$ cat src/rtl/hazard_ctrl.sv
// ---------------------------------------------------------------------------
// hazard_ctrl
//
// Purpose:
//   Data-hazard and control-hazard unit for a 5-stage in-order pipeline
//   (IF / ID / EX / MEM / WB). It keeps a small shadow copy of the
//   destination-register information for the instructions in EX, MEM and WB.
//   From this copy it decides whether the instruction in ID must stall, be
//   flushed, or take operands from the bypass network.
//
// Configuration macro:
//   FORWARD_EN  - when defined, forwarding is enabled. The unit then stalls
//                 only on load-use, for one cycle, and drives fwd_a / fwd_b.
//                 When undefined, fwd_a / fwd_b are tied to 2'b00. The unit
//                 stalls while any of EX / MEM / WB still has to write a
//                 source register, because the register file is not
//                 write-through.
//
// Ports:
//   cpu_clk      in   1  sole clock, rising edge
//   cpu_rst      in   1  asynchronous reset, active-high
//   id_valid     in   1  ID holds a real instruction
//   id_rs1       in   5  first source register
//   id_rs2       in   5  second source register
//   id_rs1_used  in   1  instruction reads rs1
//   id_rs2_used  in   1  instruction reads rs2
//   id_rd        in   5  destination register
//   id_rf_we     in   1  instruction writes the register file
//   id_is_load   in   1  write data comes from RAM read data
//   ex_redirect  in   1  branch/jump resolved in EX, NPC takes target
//   pc_stall     out  1  hold PC
//   if_id_stall  out  1  hold the IF/ID register
//   if_id_flush  out  1  load a bubble into IF/ID
//   id_ex_flush  out  1  load a bubble into ID/EX
//   fwd_a        out  2  A-operand forward select
//                        (01 EX ALU_C, 10 MEM wD, 11 WB wD, 00 RF)
//   fwd_b        out  2  B-operand forward select (same encoding)
//   stall_cnt    out 16  saturating count of stall cycles
//   flush_cnt    out 16  saturating count of redirects
// ---------------------------------------------------------------------------
module hazard_ctrl (
  input  logic        cpu_clk,
  input  logic        cpu_rst,
  input  logic        id_valid,
  input  logic [4:0]  id_rs1,
  input  logic [4:0]  id_rs2,
  input  logic        id_rs1_used,
  input  logic        id_rs2_used,
  input  logic [4:0]  id_rd,
  input  logic        id_rf_we,
  input  logic        id_is_load,
  input  logic        ex_redirect,
  output logic        pc_stall,
  output logic        if_id_stall,
  output logic        if_id_flush,
  output logic        id_ex_flush,
  output logic [1:0]  fwd_a,
  output logic [1:0]  fwd_b,
  output logic [15:0] stall_cnt,
  output logic [15:0] flush_cnt
);

  // Shadow stage indices: 0 is the youngest (EX), 2 the oldest (WB).
  localparam int NSTG   = 3;
  localparam int STG_EX = 0;

  localparam logic [15:0] CNT_MAX = 16'hFFFF;

  // -------------------------------------------------------------------------
  // Shadow state
  // -------------------------------------------------------------------------
  logic [NSTG-1:0] sh_valid_reg;
  logic [NSTG-1:0] sh_we_reg;
  logic [NSTG-1:0] sh_load_reg;
  logic [4:0]      sh_rd_reg [NSTG];

  logic [15:0]     stall_cnt_reg;
  logic [15:0]     flush_cnt_reg;

  // Per-stage source matches.
  logic [NSTG-1:0] match_a;
  logic [NSTG-1:0] match_b;

  logic            data_hazard;
  logic [1:0]      fwd_a_next;
  logic [1:0]      fwd_b_next;
  logic            id_bubble;
  logic            ex_valid_next;

  // -------------------------------------------------------------------------
  // Source-register matching, one comparator pair per shadow stage.
  // Writes to x0 never create a dependency.
  // -------------------------------------------------------------------------
  generate
    for (genvar gi = 0; gi < NSTG; gi++) begin : g_match
      logic stage_writes;
      assign stage_writes = sh_valid_reg[gi] & sh_we_reg[gi] &
                            (sh_rd_reg[gi] != 5'd0);
      assign match_a[gi]  = id_valid & id_rs1_used & stage_writes &
                            (sh_rd_reg[gi] == id_rs1);
      assign match_b[gi]  = id_valid & id_rs2_used & stage_writes &
                            (sh_rd_reg[gi] == id_rs2);
    end
  endgenerate

`ifdef FORWARD_EN
  // Youngest producer wins: EX, then MEM, then WB, else register file.
  function automatic logic [1:0] fwd_select(input logic [NSTG-1:0] m);
    logic [1:0] sel;
    sel = 2'b00;
    if (m[0])      sel = 2'b01;
    else if (m[1]) sel = 2'b10;
    else if (m[2]) sel = 2'b11;
    return sel;
  endfunction

  // With a bypass network, only a load still in EX cannot supply its data
  // in time. Its RAM read data first exists in MEM, so one stall is enough.
  assign data_hazard = sh_load_reg[STG_EX] &
                       (match_a[STG_EX] | match_b[STG_EX]);
  assign fwd_a_next  = fwd_select(match_a);
  assign fwd_b_next  = fwd_select(match_b);

  // The load flag is only consulted in EX. The older copies exist so that
  // each shadow entry carries the full {valid, rd, we, load} record.
  logic unused_load_bits;
  assign unused_load_bits = ^sh_load_reg[NSTG-1:1];
`else
  // Without bypassing, the operand is readable from the register file only
  // after the producer has left WB. This allows up to three stall cycles.
  assign data_hazard = (|match_a) | (|match_b);
  assign fwd_a_next  = 2'b00;
  assign fwd_b_next  = 2'b00;

  logic unused_load_bits;
  assign unused_load_bits = ^sh_load_reg;
`endif

  // -------------------------------------------------------------------------
  // Hazard outputs (combinational, zero latency).
  // A redirect overrides any data stall. The instruction that wanted to
  // stall is on the wrong path and is flushed anyway. Nothing is asserted
  // while reset is active or when ID holds no instruction.
  // -------------------------------------------------------------------------
  always_comb begin
    pc_stall    = 1'b0;
    if_id_stall = 1'b0;
    if_id_flush = 1'b0;
    id_ex_flush = 1'b0;
    fwd_a       = 2'b00;
    fwd_b       = 2'b00;
    if (!cpu_rst) begin
      fwd_a = fwd_a_next;
      fwd_b = fwd_b_next;
      if (id_valid) begin
        if (ex_redirect) begin
          if_id_flush = 1'b1;
          id_ex_flush = 1'b1;
        end else if (data_hazard) begin
          pc_stall    = 1'b1;
          if_id_stall = 1'b1;
          id_ex_flush = 1'b1;
        end
      end
    end
  end

  // ID enters EX as a bubble while stalled or when it is on a squashed path.
  assign id_bubble     = pc_stall | ex_redirect;
  assign ex_valid_next = id_valid & ~id_bubble;

  // -------------------------------------------------------------------------
  // Shadow pipeline: EX takes the ID fields, older stages shift by one.
  // Reset clears everything, so a stall in progress ends at once and no
  // stale producer survives into the next instruction stream.
  // -------------------------------------------------------------------------
  always_ff @(posedge cpu_clk or posedge cpu_rst) begin
    if (cpu_rst) begin
      sh_valid_reg[STG_EX] <= 1'b0;
      sh_we_reg[STG_EX]    <= 1'b0;
      sh_load_reg[STG_EX]  <= 1'b0;
      sh_rd_reg[STG_EX]    <= 5'd0;
    end else begin
      sh_valid_reg[STG_EX] <= ex_valid_next;
      sh_we_reg[STG_EX]    <= id_rf_we;
      sh_load_reg[STG_EX]  <= id_is_load;
      sh_rd_reg[STG_EX]    <= id_rd;
    end
  end

  generate
    for (genvar gi = 1; gi < NSTG; gi++) begin : g_shift
      always_ff @(posedge cpu_clk or posedge cpu_rst) begin
        if (cpu_rst) begin
          sh_valid_reg[gi] <= 1'b0;
          sh_we_reg[gi]    <= 1'b0;
          sh_load_reg[gi]  <= 1'b0;
          sh_rd_reg[gi]    <= 5'd0;
        end else begin
          sh_valid_reg[gi] <= sh_valid_reg[gi-1];
          sh_we_reg[gi]    <= sh_we_reg[gi-1];
          sh_load_reg[gi]  <= sh_load_reg[gi-1];
          sh_rd_reg[gi]    <= sh_rd_reg[gi-1];
        end
      end
    end
  endgenerate

  // -------------------------------------------------------------------------
  // Saturating event counters.
  // -------------------------------------------------------------------------
  always_ff @(posedge cpu_clk or posedge cpu_rst) begin
    if (cpu_rst) begin
      stall_cnt_reg <= 16'd0;
      flush_cnt_reg <= 16'd0;
    end else begin
      if (pc_stall && (stall_cnt_reg != CNT_MAX))
        stall_cnt_reg <= stall_cnt_reg + 16'd1;
      if (if_id_flush && (flush_cnt_reg != CNT_MAX))
        flush_cnt_reg <= flush_cnt_reg + 16'd1;
    end
  end

  assign stall_cnt = stall_cnt_reg;
  assign flush_cnt = flush_cnt_reg;

endmodule

$ cat config.mk
export PLATFORM = sky130hd
export DESIGN_NAME = hazard_ctrl
export DESIGN_NICKNAME = d
export VERILOG_FILES = /design/src/rtl/hazard_ctrl.sv
export SDC_FILE = /design/constraint.sdc
export NUM_CORES = 1
export LEC_CHECK = 0
export CAP_MARGIN = 10
export CELL_PAD_IN_SITES_DETAIL_PLACEMENT = 1
export CELL_PAD_IN_SITES_GLOBAL_PLACEMENT = 1
export CORE_UTILIZATION = 41
export DETAILED_ROUTE_END_ITERATION = 7
export GPL_ROUTABILITY_DRIVEN = 0
export PLACE_DENSITY = 0.88
export SLEW_MARGIN = 20
export SYNTH_ARGS = -nofsm -noshare
export SYNTH_HDL_FRONTEND = slang
export SYNTH_SLANG_ARGS = --single-unit
$ cat constraint.sdc
create_clock -name cpu_clk -period 4.9 [get_ports cpu_clk]
set_input_delay 0.735 -clock cpu_clk [delete_from_list [all_inputs] [get_ports cpu_clk]]
set_output_delay 0.735 -clock cpu_clk [all_outputs]
set_load 0.01 [all_outputs]
==> results.py <==
metrics = {
    "drt": {
        "detail-route-antenna-nets": 0,
        "first_iter_violations": 91,
        "post_drt_wl_per_cell_um": 15.9,
        "vias": 1837,
        "vias_per_cell": 5.07,
        "drt-total-wl_mm": 5.76,
        "dr.pass1.iters": 4,
        "drc": 0,
    },
    "synthesis": {
        "synth_area_um2": 2550,
        "yosys.area.top_type": "dfrtp_1",
        "ys_seq_elements": 53,
        "synth_enable_flop_cells": 0,
        "synth_ff_type": "dfrtp_1",
        "async_reset_ff_frac": 1.00,
        "synth_top_area_frac": 0.519,
        "synth_warnings": 0,
        "syn_inst": 227,
        "yosys.cell_count.top_type": "dfrtp_1",
        "ys_types": 36,
        "yosys-top-cells-count": "dfrtp_1, xnor2_1, xor2_1, nor2_1, nand3_1",
        "syn_avg_cell_area_um2": 11.3,
        "yosysSeqAreaShare": 0.519,
        "synthTopCellsByArea": "dfrtp_1, xnor2_1, xor2_1",
    },
    "critical_path": {
        "crit_slowest_cell": "clkdlybuf4s50_1",
        "critical-path-max-stage-delay_ns": 0.58,
        "rr_endpoint": "stall_cnt[1]",
        "reg2reg_slack_ns": 2.45,
        "crit_required_ns": 4.16,
        "r2r-start": "stall_cnt[0]",
        "cp_data_arrival_time_ns": 2.97,
        "r2r_cells": 8,
        "crit_path_start_kind": "input port",
        "criticalPathCategory": "input port to primary output",
        "critPathBufInv": 2,
        "path_max_fanout": 4,
        "cp_cell_sequence": "clkdlybuf4s50_1 > xnor2_1 > nand4_1 > o32ai_1 > a22oi_1 > and2_1 > nor2_1 > clkdlybuf4s50_1",
        "crit_top_cell": "clkdlybuf4s50_1",
        "cp_top_family": "buffers and inverters",
        "endpoint_kind": "primary output",
    },
    "hold_path": {
        "hp-start": "sh_valid_reg[0]",
        "hold_path_depth": 0,
        "min_path_type": "register to register",
        "holdPathEnd": "sh_valid_reg[1]",
    },
    "finish": {
        "drive_gt1_frac": 0.0627,
        "fin_util": 0.549,
        "syn_to_final_growth_pct": 27.9,
        "nNetsFinal": 312,
        "n_antenna_cell": 0,
    },
    "clock_network": {
        "path_clk_slew_ns": 0.09,
        "clk_latency_ns": 0.30,
        "cts_tree": "done",
        "cts_setup_buffers": 0,
        "cts_hold_buf": 0,
        "cts_resized": 0,
        "cts_root_buffer": "clkbuf_8",
        "htreeDepth": 2,
        "cts-buffers-inserted": 5,
        "cts_buffer_depth": 2,
        "clock-sinks": 53,
    },
    "global_route": {
        "grt_pass1_wl_mm": 9.58,
        "grt-ovfl-total": 0,
        "grt_pass1_vias": 1950,
        "grt_max_degree": 48,
        "antenna_found_initial": 0,
        "globalRouteTotalUtil": 0.192,
    },
    "timing": {
        "fmax_mhz": 270,
        "setup_viol_count_final": 0,
        "fin_skew_ns": 0.00948,
        "final_hold_viol_count": 0,
        "worst_slew_margin_rel": 0.435,
        "fin_setup_tns_ns": 0,
        "rsz0062_at_grt": "no",
        "period_share": 0.756,
        "final-max-slew-violation-count": 0,
        "fin_crit_ns": 3.70,
        "worst_pin_slew_ns": 0.842,
    },
    "floorplan": {
        "coreArea_um2": 5960,
        "fp.dieH_um": 80.9,
        "die-area_um2": 6550,
        "start_util": 0.429,
        "io_pins": 63,
        "num_rows": 28,
        "chipWidth_um": 80.9,
    },
    "power_and_ir_drop": {
        "ir_drop_mv": 0.140,
        "powerDensity_nw_per_um2": 279,
        "leakagePower_uw": 0.00140,
    },
    "run_status": {
        "status": "finished, final reports clean",
    },
    "placement": {
        "port-buffer-count": 57,
        "dp_hpwl_mm": 4.42,
    },
    "job": {
        "drv_cap": 0,
    },
}
[through the flow]
step	setup WS (ns)	hold slack [ns]	power [µW]	instances	area [µm²]
floorplan	2.28	0.353	589	230	2570
finish	1.20	0.381	913	362	3270
detailed placement	1.19	0.362	680	355	3180
CTS	1.18	0.386	928	362	3270
global route	1.03	0.402	960	362	3270
global placement	1.23	0.356	672	355	3180
[kinds of logic after synthesis]
logic type | count (synthesis) | synth area share
simple gates | 87 | 0.200
xor+xnor | 59 | 0.202
flops | 53 | 0.519
buf+inv | 14 | 0.0313
compound gates | 8 | 0.0230
mux | 3 | 0.0132
fa+ha+maj | 2 | 0.00979
other cells | 1 | 0.00147
[where the power goes]
group / internal (µW) / switching, µW / leakage [µW]
Clock: 112 / 132 / 0.0000443
Sequential: 469 / 39.2 / 0.000671
Combinational: 92.9 / 67.6 / 0.000683
[layout make-up]
type | count | area [µm²]
Timing Repair Buffer | 58 | 578
Inverter | 6 | 22.5
Clock buffer | 7 | 86.3
Multi-Input combinational cell | 163 | 1160
Sequential cell | 53 | 1330
Tap cell | 75 | 93.8
Fill cell | 665 | 2690
[how the worst max path moves through the flow]
stage | from | to | slack, ns | depth (start not counted)
5_1_grt | id_rs2[0] | pc_stall | 1.03 | 8
4_1_cts | id_rs2[0] | pc_stall | 1.18 | 8
2_1_floorplan | id_rs2[2] | pc_stall | 2.28 | 7
3_5_place_dp | id_rs2[3] | pc_stall | 1.19 | 8
3_3_place_gp | id_rs2[2] | if_id_stall | 1.23 | 8
6_report | id_rs2[0] | pc_stall | 1.20 | 8
[worst reg2reg max path, stage by stage, from the launching register on]
cell and delay [ns]:
dfrtp_1 0.42, ha_1 0.18, nand2_1 0.07, nor2_1 0.14, nand3_1 0.26, nor3_1 0.25, a21o_1 0.55, nor2_1 0.17
mux2_2 0.30
[layout by cell type (no fill, tap or decap), drive strengths merged, types with 3 or more instances in the layout]
master          n
clkbuf          7
clkdlybuf4s50  57
conb            4
dfrtp          53
inv             6
mux2            3
nand2          14
nand3          16
nand4          12
nor2           17
nor3            8
nor4            8
xnor2          38
xor2           21
[routing by layer]
metal  wire length, µm  global-route usage
met3               178              0.0337
met4                48              0.0482
met1              2420               0.245
met5                 0                   0
met2              3120               0.336
No activity file was read; power rests on OpenSTA's default activity.
